[config.mk]
export PLATFORM = sky130hd
export DESIGN_NAME = prog_delay_line
export DESIGN_NICKNAME = d
export VERILOG_FILES = /design/src/rtl/prog_delay_line.sv
export SDC_FILE = /design/constraint.sdc
export NUM_CORES = 1
export LEC_CHECK = 0
export BUFFER_PORTS_ARGS = -buffer_cell sky130_fd_sc_hd__buf_2
export CAP_MARGIN = 20
export CORE_UTILIZATION = 34
export DETAILED_ROUTE_END_ITERATION = 10
export GPL_TIMING_DRIVEN = 0
export HOLD_SLACK_MARGIN = 0.03
export PLACE_DENSITY = 0.6
export SETUP_SLACK_MARGIN = 0.1
export SYNTH_ARGS = -nofsm -noshare
export SYNTH_HDL_FRONTEND = slang
export SYNTH_SLANG_ARGS = --single-unit
[constraint.sdc]
create_clock -name clk -period 81.6 [get_ports clk]
set_input_delay 12.24 -clock clk [delete_from_list [all_inputs] [get_ports clk]]
set_output_delay 12.24 -clock clk [all_outputs]
set_load 0.05 [all_outputs]
[src/rtl/prog_delay_line.sv]
// Multi-channel delay line with a run-time programmable tap (1..DEPTH enabled cycles).
// Each stage carries a valid bit; primed reports that the tap holds words written since the last reconfiguration.
module prog_delay_line #(
   parameter  int DEPTH         = 8,
   parameter  int BITS          = 64,
   parameter  int CH            = 2,
   parameter  int DEFAULT_DELAY = 8,
   localparam int DW            = $clog2(DEPTH + 1)
) (
   input  logic              clk,
   input  logic              rst_n,
   input  logic              en,
   input  logic              flush,
   input  logic              cfg_we,
   input  logic [DW-1:0]     cfg_delay,
   input  logic [CH*BITS-1:0] d,
   input  logic [CH-1:0]     d_valid,
   output logic [CH*BITS-1:0] q,
   output logic [CH-1:0]     q_valid,
   output logic              primed,
   output logic [DW-1:0]     cur_delay
);

   localparam int AW = (DEPTH > 1) ? $clog2(DEPTH) : 1;

   logic [BITS-1:0]  stage_data [CH][DEPTH];
   logic [DEPTH-1:0] stage_vld  [CH];
   logic [DW-1:0]    delay_r;
   logic [DW-1:0]    fill;
   logic [DW-1:0]    fill_next;
   logic [AW-1:0]    tap;

   function automatic logic [DW-1:0] clamp_delay(input logic [DW-1:0] v);
      if (v == '0)
         return DW'(1);
      else if (v > DW'(DEPTH))
         return DW'(DEPTH);
      else
         return v;
   endfunction

   assign fill_next = (fill < DW'(DEPTH)) ? fill + DW'(1) : fill;

   always_ff @(posedge clk) begin
      if (!rst_n) begin
         delay_r <= DW'(DEFAULT_DELAY);
         fill    <= '0;
         for (int c = 0; c < CH; c++) begin
            stage_vld[c] <= '0;
            for (int s = 0; s < DEPTH; s++)
               stage_data[c][s] <= '0;
         end
      end else begin
         if (cfg_we)
            delay_r <= clamp_delay(cfg_delay);
         if (flush) begin
            fill <= '0;
            for (int c = 0; c < CH; c++) begin
               stage_vld[c] <= '0;
               for (int s = 0; s < DEPTH; s++)
                  stage_data[c][s] <= '0;
            end
         end else if (en) begin
            // a reconfiguring shift counts as the first fill of the new setting
            fill <= cfg_we ? DW'(1) : fill_next;
            for (int c = 0; c < CH; c++) begin
               stage_vld[c]     <= {stage_vld[c][DEPTH-2:0], d_valid[c]};
               stage_data[c][0] <= d[c*BITS +: BITS];
               for (int s = 1; s < DEPTH; s++)
                  stage_data[c][s] <= stage_data[c][s-1];
            end
         end else if (cfg_we) begin
            fill <= '0;
         end
      end
   end

   assign primed    = (fill >= delay_r);
   assign cur_delay = delay_r;
   assign tap       = AW'(delay_r - DW'(1));

   always_comb begin
      q       = '0;
      q_valid = '0;
      for (int c = 0; c < CH; c++) begin
         q[c*BITS +: BITS] = stage_data[c][tap];
         q_valid[c]        = stage_vld[c][tap] & primed;
      end
   end

endmodule

After elaboration in Yosys (flattened, before gate mapping)
Memory sizes are Yosys's and may differ from the RTL's.
Index checks and enable logic that the tools add are counted.
{"block": "word_totals", "ff_bits": 8, "latchBits": 0, "ram_bits": 1040, "rom_bits": 0, "in_bits": 139, "output_inout_bits": 135, "n_memories": 2}
{"block": "classes", "add_sub_neg": 2, "mul": 0, "n_div": 0, "n_lt_le_gt_ge": 5, "n_eq_ne": 0, "shifts": 0, "n_mux": 60, "n_bitwise": 40, "n_reduce_logical": 5}
{"memory": "stage_data", "depth": 2, "word_bits": 512, "rd": 2, "rd_ports_with_merged_regs": 0, "wr": 2, "line_no": "26", "rtl": "logic [BITS-1:0] stage_data [CH][DEPTH];"}
{"memory": "stage_vld", "depth": 2, "word_bits": 8, "rd": 2, "rd_ports_with_merged_regs": 0, "wr": 2, "line_no": "27", "rtl": "logic [DEPTH-1:0] stage_vld [CH];"}
{"cell": "2-to-1 mux 64 bit", "count": 36}
{"cell": "binary-select mux 64 bit (select 3 bit)", "count": 2}
{"cell": "OR 1 bit", "count": 36}
{"cell": "2-to-1 mux 8 bit", "count": 4}
{"cell": "2-to-1 mux 4 bit", "count": 6}
{"cell": "2-to-1 mux 1 bit", "count": 10}
{"cell": "binary-select mux 1 bit (select 3 bit)", "count": 2}
{"cell": "adder 4 x 1 -> 4 bit, second input constant", "count": 1}
{"cell": ">= comparator 4 bit", "count": 1}
{"cell": ">= comparator 4 bit, second input constant", "count": 1}
{"cell": "> comparator 4 bit, second input constant", "count": 1}
{"cell": "zero test 4 bit", "count": 1}
{"cell": "less-than comparator 3 x 4 -> 1 bit, second input constant", "count": 1}
{"cell": "less-than comparator 4 bit, second input constant", "count": 1}
{"cell": "inverter 3 -> 4 bit", "count": 1}
{"cell": "nonzero test 2 bit", "count": 2}
{"cell": "subtractor 3 x 1 -> 3 bit, second input constant", "count": 1}
{"cell": "AND 1 bit", "count": 2}
{"cell": "AND reduction 2 bit", "count": 1}
{"cell": "OR reduction 2 bit", "count": 1}
{"cell": "inverter 1 bit", "count": 1}

Depth between registers and ports, before layout
Gate-level depths: netlist (run 1).
{"block": "depth", "ltp_word": 5, "depth_mapped": 11}

Worst setup path after synthesis (run 1)
No wires, ideal clock.
{"block": "synth_path", "path_type": "input to register", "startpoint": "in flush", "endpoint": "mem stage_data[0][0] (netlist name) (enable)", "setup_time_ps": 1610, "arrival_time_ps": 37461, "t_required_ps": 79990, "path_slack_ps": 42528, "path_stages": 2, "path_cell_list": "nand2b_1 nand2b_1"}
{"item": "start: declaration", "line_no": "13", "rtl": "input logic flush,"}
{"item": "end: declaration", "line_no": "26"}

Worst setup path after layout (run 1)
{"block": "layout_path", "startpoint": "reg delay_r[0] (netlist: cur_delay[0])", "endpoint": "out q_valid[1]"}
{"block": "layout_via", "elab_chain_len": 4, "elab_cells_between_ends": 5, "classes_between": "1 x add/sub; 1 x order compare; 2 x mux; 1 x bitwise"}
{"item": "start: declaration", "line_no": "28", "rtl": "logic [DW-1:0] delay_r;"}
{"item": "start signal: assignment", "line_no": "46", "rtl": "delay_r <= DW'(DEFAULT_DELAY);"}
{"item": "start signal: assignment", "line_no": "55", "rtl": "delay_r <= clamp_delay(cfg_delay);"}
{"item": "subtractor 3 x 1 -> 3 bit", "line_no": "80", "rtl": "assign tap = AW'(delay_r - DW'(1));"}
{"item": "binary-select mux 1 bit (select 3 bit)", "line_no": "87", "rtl": "q_valid[c] = stage_vld[c][tap] & primed;"}
{"item": "2-to-1 mux 1 bit (not written as such)", "line_no": "87"}
{"item": "AND 1 bit *", "line_no": "87"}
{"item": "end: declaration", "line_no": "19", "rtl": "output logic [CH-1:0] q_valid,"}
Mark *: on every way between the ends. The rest lies on a longest branch, timed or not. The select of a mux whose other input is x is not followed.

==> impl_metrics.json, run 1 <==
{
  "status": "finished clean",
  "die_width_um": 372,
  "final_common_cell": "sky130_fd_sc_hd__and2_1",
  "timing.hold.worst.class": "reg2reg",
  "grt_antenna_before_repair": 14,
  "portBuffers": 273,
  "post_route_cells_drive_above_1_share": 0.298,
  "first_global_vias": 24800,
  "drc": 0,
  "worstSetupPathType": "reg2out",
  "grt_first_pass_wirelength_um": 159000,
  "synth.area.mux_share": 0.157,
  "grt_start_max_net_pins": 70,
  "worstSetupStartpointType": "register",
  "syn_avg_cell_area_um2": 17.1,
  "syn-cell-area_mm2": 0.0466,
  "post-cts-setup-buffer-count": 0,
  "die-area_mm2": 0.138,
  "synth-xor-area-share": 0.000537,
  "worst_path_most_repeated_cell": "sky130_fd_sc_hd__buf_6",
  "via_per_inst": 4.77,
  "area_fraction_in_compound_gates_after_synthesis": 0.00137,
  "timing.critical_path.slowest_stage_cell": "sky130_fd_sc_hd__clkbuf_1",
  "min_delay_path_depth": 1,
  "synthDistinctLibCells": 26,
  "setup.worst_path.start": "cur_delay[0]$_SDFFE_PN0P_",
  "drv_slew": 0,
  "total_core_area_mm2": 0.136,
  "drt_wl_total_um": 106000,
  "max-cap-violations": 0,
  "yosysWarningCount": 0,
  "powerDensity_mw_per_mm2": 22.8,
  "timing.setup.tns_ns": 0,
  "worstPathArrival_ns": 4.76,
  "regToRegEndpoint": "cur_delay[0]$_SDFFE_PN0P_",
  "drt_pre_antenna_iters": 5,
  "dpl_cell_area_mm2": 0.0506,
  "unrepaired_setup_endpoints_after_global_routing": "false",
  "crit_path_end_kind": "primary output",
  "final.min_clock_period_ns": 17.00,
  "vias": 23900,
  "worst_r2r_path_depth": 6,
  "fmax_mhz": 58.8,
  "ys_seq_elements": 1048,
  "max_slew_margin": 0.288,
  "ir_worst_vdd_mv": 0.0184,
  "critPathMaxFanout": 10,
  "postRouteAntennaNets": 0,
  "htreeDepth": 3,
  "setup_crit_end": "q_valid[1]",
  "final_cell_mix": "sky130_fd_sc_hd__and2_1, sky130_fd_sc_hd__edfxtp_1, sky130_fd_sc_hd__buf_2",
  "timing.critical_path.cells": "buf_6 -> buf_6 -> buf_6 -> inv_1 -> ha_1 -> buf_4 -> buf_4 -> clkbuf_1 -> mux4_2 -> nand2_1 -> a21oi_1 -> buf_2",
  "detailedRoute.firstIterationViolations": 1539,
  "tritoncts_clock_tree": "built",
  "yosys.area_share.simple": 0.142,
  "synth_fp_nets": 2862,
  "clock_latency_ns": 0.75,
  "start_util": 0.343,
  "min_period_over_period": 0.208,
  "seq_area_frac_synth": 0.674,
  "ios": 274,
  "tritoncts.num_buffers": 113,
  "cts_root_buffer": "sky130_fd_sc_hd__clkbuf_16",
  "postCtsHoldBufs": 0,
  "dpl.hpwl_um": 72300,
  "finalClockSkew_ns": 0.0579,
  "routed_wire_length_per_instance_um": 21.1,
  "timing_worst_slew_pin_value_ns": 1.07,
  "placementRows": 135,
  "globalRouteTotalUtil": 0.154,
  "setup_violators_final": 0,
  "synth_top_family_by_area": "multiplexers",
  "cts.clk_slew.worst_paths_ns": 0.06,
  "post_synth_fa_ha_maj_area_fraction": 0.00161,
  "critPathMaxStageDelay_ns": 0.56,
  "timing.reg2reg.setup_slack_ns": 79.97,
  "die_height_um": 372,
  "cts_buffer_depth": 3,
  "cts_num_sinks": 1048,
  "cp.required_ns": 69.36,
  "post_synth_inst_count": 2717,
  "globalRouteOverflowTotal": 0,
  "fin_nets": 3267,
  "cts.repair.resized": 0,
  "reg2reg_from": "cur_delay[0]$_SDFFE_PN0P_",
  "gp_routability_congestion": 0.742,
  "report.power.total_uw": 1240,
  "final_design_area_no_fill_mm2": 0.0543,
  "report.final.hold_viol_count": 0,
  "synthToLayoutAreaGrowth_pct": 16.6,
  "leakage_uw": 0.0215
}
[state kept, by name (all words and copies together) (netlist names)]
register / flops
cur_delay: 4
stage_vld: 16
stage_data: 1024
fill: 4
[per-stage QoR]
step	cells	hold WS (ns)	setup WS [ns]	utilization
finish	5001	0.500	64.60	0.400
global route	4998	0.540	64.26	0.400
CTS	4998	0.499	64.30	0.400
detailed placement	4788	0.531	65.12	0.373
floorplan	2717	0.518	42.53	-
global placement	4771	0.520	31.12	0.370
[synthesized netlist by cell type (all sizes together)]
cell | n | area share
nor2 | 5 | 0.00040
a2111oi | 1 | 0.00019
nand2b | 3 | 0.00040
clkbuf | 75 | 0.0060
buf | 113 | 0.016
and2 | 1043 | 0.14
edfxtp | 1040 | 0.67
ha | 6 | 0.0016
mux2i | 1 | 0.00021
nand2 | 7 | 0.00056
dfxtp | 8 | 0.0034
a21oi | 3 | 0.00032
or3 | 2 | 0.00027
inv | 7 | 0.00056
mux4 | 260 | 0.13
a41oi | 1 | 0.00019
o22ai | 1 | 0.00013
mux2 | 128 | 0.031
xor2 | 2 | 0.00054
o21ai | 5 | 0.00054
nor2b | 2 | 0.00027
nor3 | 4 | 0.00043
[where the power goes]
part,switching [µW],internal (µW),total (µW)
clock network,221,289,511
logic,66.5,37.5,104
registers,10.5,614,625
[critical path: cells and delay by family (launching register included)]
| family | cells | cell delay, ns |
|---|---|---|
| compound gates | 1 | 0.54 |
| fa+ha+maj | 1 | 0.31 |
| buf+inv | 8 | 2.38 |
| flops | 1 | 0.41 |
| simple gates | 1 | 0.05 |
| mux | 1 | 0.32 |
[final cells by class]
class / instances / area (µm²)
Multi-Input combinational cell: 1474 / 14100
Timing Repair Buffer: 290 / 1830
Fill cell: 12400 / 81300
Clock buffer: 132 / 2920
Tap cell: 1781 / 2230
Sequential cell: 1048 / 31400
Clock inverter: 78 / 757
Antenna cell: 3 / 7.51
Buffer: 188 / 1050
Inverter: 7 / 26.3
[cell families after synthesis]
kind of cell / Yosys count
muxes: 389
xor gates and xnor gates: 2
DFF: 1048
and+or+nand+nor: 1066
adders and majority gates: 6
buffers and inverters: 195
AOI/OAI and AO/OA: 11
[per-layer routing]
| layer | vias up | global-route usage | wire length [µm] | part of all wire |
|---|---|---|---|---|
| met3 | 148 | 0.0330 | 5770 | 0.055 |
| met1 | 12300 | 0.209 | 46800 | 0.44 |
| li1 | 10900 | - | - | - |
| met4 | 8 | 0.0464 | 2390 | 0.023 |
| met5 | - | 0 | 54 | 0.00051 |
| met2 | 478 | 0.249 | 50600 | 0.48 |
[worst min-delay path by stage]
stage	slack [ns]	from	to
2_1_floorplan	0.52	stage_data[0][164]$_SDFFCE_PN0P_	stage_data[0][100]$_SDFFCE_PN0P_
5_1_grt	0.54	stage_data[1][186]$_SDFFCE_PN0P_	stage_data[1][122]$_SDFFCE_PN0P_
6_report	0.50	stage_data[1][139]$_SDFFCE_PN0P_	stage_data[1][75]$_SDFFCE_PN0P_
4_1_cts	0.50	stage_data[1][139]$_SDFFCE_PN0P_	stage_data[1][75]$_SDFFCE_PN0P_
3_3_place_gp	0.52	stage_data[1][128]$_SDFFCE_PN0P_	stage_data[1][64]$_SDFFCE_PN0P_
3_5_place_dp	0.53	stage_data[0][148]$_SDFFCE_PN0P_	stage_data[0][84]$_SDFFCE_PN0P_
(Power assumes the default switching activity.)
==> inputs of run 2 (changes only) <==
- ABC_AREA: not set -> 1
- PLACE_DENSITY: 0.6 -> 0.59
- clock period: 81.6 -> 17.74 ns (I/O delays scaled with it)
==> run 2 against run 1 <==
  * Combinational power grew to 6.7 times the previous value
  * First-iteration DRC count is 95% higher
  * Power grew to 4.7 times the previous value
  * Sequential cell count stayed put
  * Non-clock buffer count is 124 higher
  * Core utilization is 0.36 points lower
  * Cell area is 5.5% higher
  * Cell count is 52% higher
  * Via count is 41% higher
  * Critical path depth is 2 higher
  * Global-route usage is 1.5 points higher
  * Clock power grew to 4.5 times the previous value
==> impl_metrics.json, run 2 <==
{
  "setup_violators_final": 0,
  "fmax_mhz": 130,
  "synthDistinctLibCells": 27,
  "timing.setup.tns_ns": 0,
  "clock_latency_ns": 0.72,
  "ranking_of_synthesized_cells_by_instance_count": "sky130_fd_sc_hd__inv_1, sky130_fd_sc_hd__nor2_1, sky130_fd_sc_hd__edfxtp_1",
  "worstSetupStartpointType": "register",
  "synth_top_flop_cell": "sky130_fd_sc_hd__edfxtp_1",
  "routed_wire_length_per_instance_um": 16.6,
  "placed_cells_incl_taps": 7397,
  "regMostFlops": "stage_data",
  "post_route_cells_drive_above_1_share": 0.124,
  "tritoncts.num_buffers": 110,
  "die-area_mm2": 0.148,
  "switching_share": 0.262,
  "synth_enable_flop_cells": 1040,
  "synth_top_area_cell": "sky130_fd_sc_hd__edfxtp_1",
  "yosysWarningCount": 0,
  "synth_most_common_cell": "sky130_fd_sc_hd__inv_1",
  "die_width_um": 384,
  "synth_fp_nets": 5353,
  "post-cts-setup-buffer-count": 0,
  "status": "finished clean",
  "total_core_area_mm2": 0.144,
  "final_common_cell": "sky130_fd_sc_hd__inv_1",
  "largest_reg_flops": 1024,
  "detailedRoute.firstIterationViolations": 3000,
  "report.final.hold_viol_count": 0,
  "hold_ws_ns": 0.492,
  "globalRouteTotalUtil": 0.169,
  "seq_area_frac_synth": 0.632,
  "placementRows": 139,
  "pwr-share-comb": 0.119,
  "timing.hold.worst.class": "reg2reg",
  "critPathMaxFanout": 10,
  "async_flop_share": 0,
  "post_synth_inst_count": 5208,
  "grt_start_max_net_pins": 126,
  "portBuffers": 273,
  "preCtsSetupSlack_ns": 10.61,
  "grt_first_pass_wirelength_um": 192000,
  "final.min_clock_period_ns": 7.72,
  "worstSetupPathType": "reg2out",
  "final_cell_mix": "sky130_fd_sc_hd__inv_1, sky130_fd_sc_hd__nor2_1, sky130_fd_sc_hd__edfxtp_1",
  "cts.repair.resized": 0,
  "crit_path_end_kind": "primary output",
  "via_per_inst": 4.44,
  "drt_wl_total_um": 126000,
  "min_period_over_period": 0.435,
  "powerDensity_mw_per_mm2": 102,
  "post-route-worst-setup-slack_ns": 10.02,
  "fin_nets": 5751,
  "syn_avg_cell_area_um2": 9.54,
  "leakage_uw": 0.0236,
  "reg_top3": "stage_data: 1024 flops, stage_vld: 16 flops",
  "ys_seq_elements": 1048,
  "cp.required_ns": 15.08,
  "start_util": 0.344,
  "cts_buffer_depth": 3,
  "ys_top_cells_by_area": "sky130_fd_sc_hd__edfxtp_1, sky130_fd_sc_hd__inv_1, sky130_fd_sc_hd__nor2_1",
  "htreeDepth": 3,
  "ios": 274,
  "timing_worst_slew_pin_value_ns": 1.03,
  "postRouteAntennaNets": 0,
  "cts.clk_slew.worst_paths_ns": 0.06,
  "finish.cell_count_without_fillers": 7601,
  "drc": 0,
  "clkPwrFrac": 0.390,
  "max-cap-violations": 0,
  "cts_num_sinks": 1048,
  "vias": 33800,
  "post-synth-top-area-fraction": 0.629,
  "first_global_vias": 32900,
  "worstPathArrival_ns": 5.06,
  "ir_worst_vdd_mv": 0.0760,
  "gp_routability_congestion": 0.861,
  "max_slew_margin": 0.312,
  "drt_pre_antenna_iters": 5,
  "postCtsHoldBufs": 0,
  "finalClockSkew_ns": 0.0265,
  "p_sw_uw": 1530,
  "cts_root_buffer": "sky130_fd_sc_hd__clkbuf_16",
  "syn-cell-area_mm2": 0.0497,
  "tritoncts_clock_tree": "built",
  "dpl.hpwl_um": 91500,
  "internal_power_uw": 4310,
  "drv_slew": 0,
  "unrepaired_setup_endpoints_after_global_routing": "false",
  "die_height_um": 384,
  "power_frac_seq": 0.490,
  "grt_antenna_before_repair": 10,
  "synthToLayoutAreaGrowth_pct": 15.3,
  "globalRouteOverflowTotal": 0
}
-- run 2: cell count changes after synthesis, moves of 257 or more --
cell,delta
sky130_fd_sc_hd__a21oi_1,+257
sky130_fd_sc_hd__and2_1,-1043
sky130_fd_sc_hd__nor2_1,+1044
sky130_fd_sc_hd__mux4_2,-260
sky130_fd_sc_hd__nand2_1,+931
sky130_fd_sc_hd__inv_1,+1049
-- run 2: critical path, cell delays in order (launching register included) --
cell and delay, ns:
sky130_fd_sc_hd__dfxtp_1 0.55, sky130_fd_sc_hd__buf_6 0.25, sky130_fd_sc_hd__buf_6 0.25, sky130_fd_sc_hd__buf_8 0.19, sky130_fd_sc_hd__clkinv_1 0.25, sky130_fd_sc_hd__ha_1 0.37, sky130_fd_sc_hd__clkbuf_1 0.17, sky130_fd_sc_hd__buf_2 0.47
sky130_fd_sc_hd__buf_2 0.59, sky130_fd_sc_hd__buf_2 0.31, sky130_fd_sc_hd__o211ai_1 0.15, sky130_fd_sc_hd__nand2_1 0.10, sky130_fd_sc_hd__nand2_1 0.07, sky130_fd_sc_hd__nand2_1 0.25, sky130_fd_sc_hd__buf_2 0.32
-- run 2: worst paths after layout --
path                                   from                   endpoint  slack (ns)  cells after the start
hold / removal    cur_delay[1]$_SDFFE_PN0P_  cur_delay[1]$_SDFFE_PN0P_        0.49                      2
setup / recovery  cur_delay[0]$_SDFFE_PN0P_                      q[70]       10.02                     14
setup reg to reg  cur_delay[0]$_SDFFE_PN0P_  cur_delay[0]$_SDFFE_PN0P_       15.88                      6
hold reg to reg   cur_delay[1]$_SDFFE_PN0P_  cur_delay[1]$_SDFFE_PN0P_        0.49                      2
-- run 2: area by class of cell --
cell class              count  area [µm²]
clock buffers             126        2860
plain buffers             316        2140
clock inverters            75         673
well taps                1903        2380
flip-flops and latches   1048       31400
repair buffers            286        1690
fillers                 14200       87100
diodes                      3        7.51
inverters                1058        3970
multi-input cells        2786       12200
-- run 2: through the flow --
| step | power, µW | area [µm²] | util |
|---|---|---|---|
| CTS | 5890 | 57300 | 0.397 |
| detailed placement | 3620 | 53800 | 0.372 |
| floorplan | 3430 | 49700 | - |
| finish | 5840 | 57300 | 0.397 |
| global route | 6050 | 57300 | 0.397 |
| global placement | 3680 | 53400 | 0.370 |
-- run 2: cell families after synthesis --
logic type	count (synthesis)	synth area share
xor+xnor	1	0.000176
compound gates	780	0.0918
buf+inv	1374	0.123
fa+ha+maj	6	0.00151
simple gates	1999	0.151
flops	1048	0.632
-- run 2: power by group through the flow --
| stage | clock (µW) | sequential, µW | combinational (µW) |
|---|---|---|---|
| after floorplan | 0 | 2960 | 468 |
| after detailed placement | 0 | 2910 | 701 |
| after global routing | 2410 | 2870 | 759 |
| final | 2280 | 2860 | 697 |
| after global placement | 0 | 2990 | 689 |
| after CTS | 2330 | 2860 | 704 |
-- run 2: routing by layer --
metal / GRT usage / vias to the layer above / wire, µm
li1: - / 17400 / -
met1: 0.238 / 15300 / 58100
met2: 0.263 / 919 / 56000
met3: 0.0235 / 166 / 7560
met4: 0.0696 / 8 / 4500
met5: 0 / - / 58
==> inputs of run 3 (changes only) <==
- PLACE_DENSITY: 0.59 -> 0.61
- clock period: 17.74 -> 6.55 ns (I/O delays scaled with it)
==> run 3 against run 2 <==
  * Core utilization shrank 0.095 points
  * Combinational power grew to 2.7 times the previous value
  * First-iteration DRC count grew 7.8%
  * Die area is the same
  * Clock-buffer cell count grew 8
  * Routed wire length shrank 0.22%
  * Clock skew grew 0.0059 ns
  * Hold slack lost 0.036 ns
  * Non-clock buffer count shrank 2
  * Setup slack lost 9.4 ns
  * Cell area shrank 0.24%
  * Largest cell class unchanged
==> impl_metrics.json, run 3 (same netlist as run 2, synthesis figures left out) <==
{
  "status": "finished clean",
  "dpl.hpwl_um": 90500,
  "fin_nets": 5748,
  "globalRouteTotalUtil": 0.169,
  "vias": 34100,
  "report.power.total_uw": 15700,
  "tritoncts.num_buffers": 109,
  "grt_util_met3": 0.0279,
  "gp_routability_congestion": 0.859,
  "fmax_mhz": 168,
  "drt_wl_total_um": 126000,
  "routed_wire_length_per_instance_um": 16.6,
  "timing.hold.worst.class": "in2reg",
  "final_common_cell": "sky130_fd_sc_hd__inv_1",
  "drv_slew": 0,
  "ir_worst_vdd_mv": 0.201,
  "cts_buffer_depth": 3,
  "synthToLayoutAreaGrowth_pct": 15.1,
  "post_route_cells_drive_above_1_share": 0.122,
  "postCtsHoldBufs": 0,
  "regMostFlops": "stage_data",
  "global_route.usage.met1": 0.233,
  "die_width_um": 384,
  "final_design_area_no_fill_mm2": 0.0571,
  "grt_start_max_net_pins": 123,
  "unrepaired_setup_endpoints_after_global_routing": "false",
  "drt_pre_antenna_iters": 6,
  "grt_antenna_before_repair": 21,
  "die-area_mm2": 0.148,
  "leakage_uw": 0.0235,
  "largest_reg_flops": 1024,
  "timing_worst_slew_pin_value_ns": 0.988,
  "max_slew_margin": 0.341,
  "cts.repair.resized": 0,
  "clock_latency_ns": 0.72,
  "tritoncts_clock_tree": "built",
  "reg_top3": "stage_data: 1024 flops, stage_vld: 16 flops",
  "worstSetupPathType": "reg2out",
  "utilization": 0.396,
  "grt_busiest_layer": "met2",
  "critPathMaxFanout": 10,
  "finalClockSkew_ns": 0.0324,
  "worstPathArrival_ns": 4.98,
  "finish.cell_count_without_fillers": 7598,
  "min_period_over_period": 0.910,
  "max-cap-violations": 0,
  "via_per_inst": 4.48,
  "cts_root_buffer": "sky130_fd_sc_hd__clkbuf_16",
  "ios": 274,
  "crit_path_end_kind": "primary output",
  "cp.required_ns": 5.57,
  "post-cts-setup-buffer-count": 0,
  "cts.clk_slew.worst_paths_ns": 0.06,
  "portBuffers": 273,
  "dpl_cell_area_mm2": 0.0537,
  "first_global_vias": 33100,
  "globalRouteMet2Util": 0.263,
  "drc": 0,
  "detailedRoute.firstIterationViolations": 3233,
  "setup_violators_final": 0,
  "htreeDepth": 3,
  "postRouteAntennaNets": 0,
  "cts_num_sinks": 1048,
  "placed_cells_incl_taps": 7395,
  "final_cell_mix": "sky130_fd_sc_hd__inv_1, sky130_fd_sc_hd__nor2_1, sky130_fd_sc_hd__edfxtp_1",
  "report.final.hold_viol_count": 0,
  "grt_first_pass_wirelength_um": 191000,
  "total_core_area_mm2": 0.144,
  "start_util": 0.344,
  "powerDensity_mw_per_mm2": 274,
  "die_height_um": 384,
  "placementRows": 139,
  "worstSetupStartpointType": "register",
  "final.min_clock_period_ns": 5.96,
  "globalRouteOverflowTotal": 0
}
[run 3: cell count changes in the layout (fill, tap and decap cells not counted), sizes merged]
cell      before   now
buf          546   544
clkbuf       182   190
clkinvlp       6     3
diode          3     4
inv         1062  1061
clkinv        54    50
bufinv        11     9
[run 3: worst max-delay path: stages, from the launching register on]
cell and delay [ns]:
sky130_fd_sc_hd__dfxtp_1 0.41, sky130_fd_sc_hd__buf_6 0.25, sky130_fd_sc_hd__buf_6 0.26, sky130_fd_sc_hd__buf_8 0.19, sky130_fd_sc_hd__clkinv_1 0.26, sky130_fd_sc_hd__ha_1 0.38
sky130_fd_sc_hd__clkbuf_1 0.18, sky130_fd_sc_hd__buf_2 0.50, sky130_fd_sc_hd__buf_2 0.54, sky130_fd_sc_hd__buf_2 0.31, sky130_fd_sc_hd__o211ai_1 0.15, sky130_fd_sc_hd__nand2_1 0.09
sky130_fd_sc_hd__nand2_1 0.07, sky130_fd_sc_hd__nand2_1 0.26, sky130_fd_sc_hd__buf_2 0.32
[run 3: final cells by class]
class	instances	area [µm²]
flip-flops and latches	1048	31400
clock buffers	134	2860
clock inverters	65	566
well taps	1903	2380
diodes	4	10.0
plain buffers	316	2140
inverters	1058	3970
multi-input cells	2786	12200
fillers	14100	87200
repair buffers	284	1640
[run 3: routing by layer]
metal,vias up,share of wire,wire length (µm)
met3,196,0.062,7840
met1,15600,0.45,57100
met5,-,0.00091,115
met4,20,0.036,4550
met2,848,0.45,56300
li1,17400,-,-
[run 3: final timing paths]
| kind | from | endpoint | depth (start not counted) | slack, ns |
|---|---|---|---|---|
| max reg2reg | cur_delay[0]$_SDFFE_PN0P_ | cur_delay[0]$_SDFFE_PN0P_ | 6 | 4.77 |
| max | cur_delay[0]$_SDFFE_PN0P_ | q[69] | 14 | 0.59 |
| min | rst_n | cur_delay[3]$_SDFFE_PN1P_ | 2 | 0.46 |
| min reg2reg | cur_delay[1]$_SDFFE_PN0P_ | cur_delay[1]$_SDFFE_PN0P_ | 2 | 0.49 |
[run 3: report_power, final]
group          switching [µW]  internal, µW
logic                    1410           468
clock network            2590          3450
registers                 107          7650
[run 3: metrics by stage]
stage | setup WS (ns) | setup TNS (ns) | hold slack [ns]
global route | 0.382 | 0 | 0.460
global placement | -1.39 | -1308.09 | 0.475
floorplan | 0.743 | 0 | 0.451
finish | 0.591 | 0 | 0.457
detailed placement | 1.29 | 0 | 0.483
CTS | 0.496 | 0 | 0.408
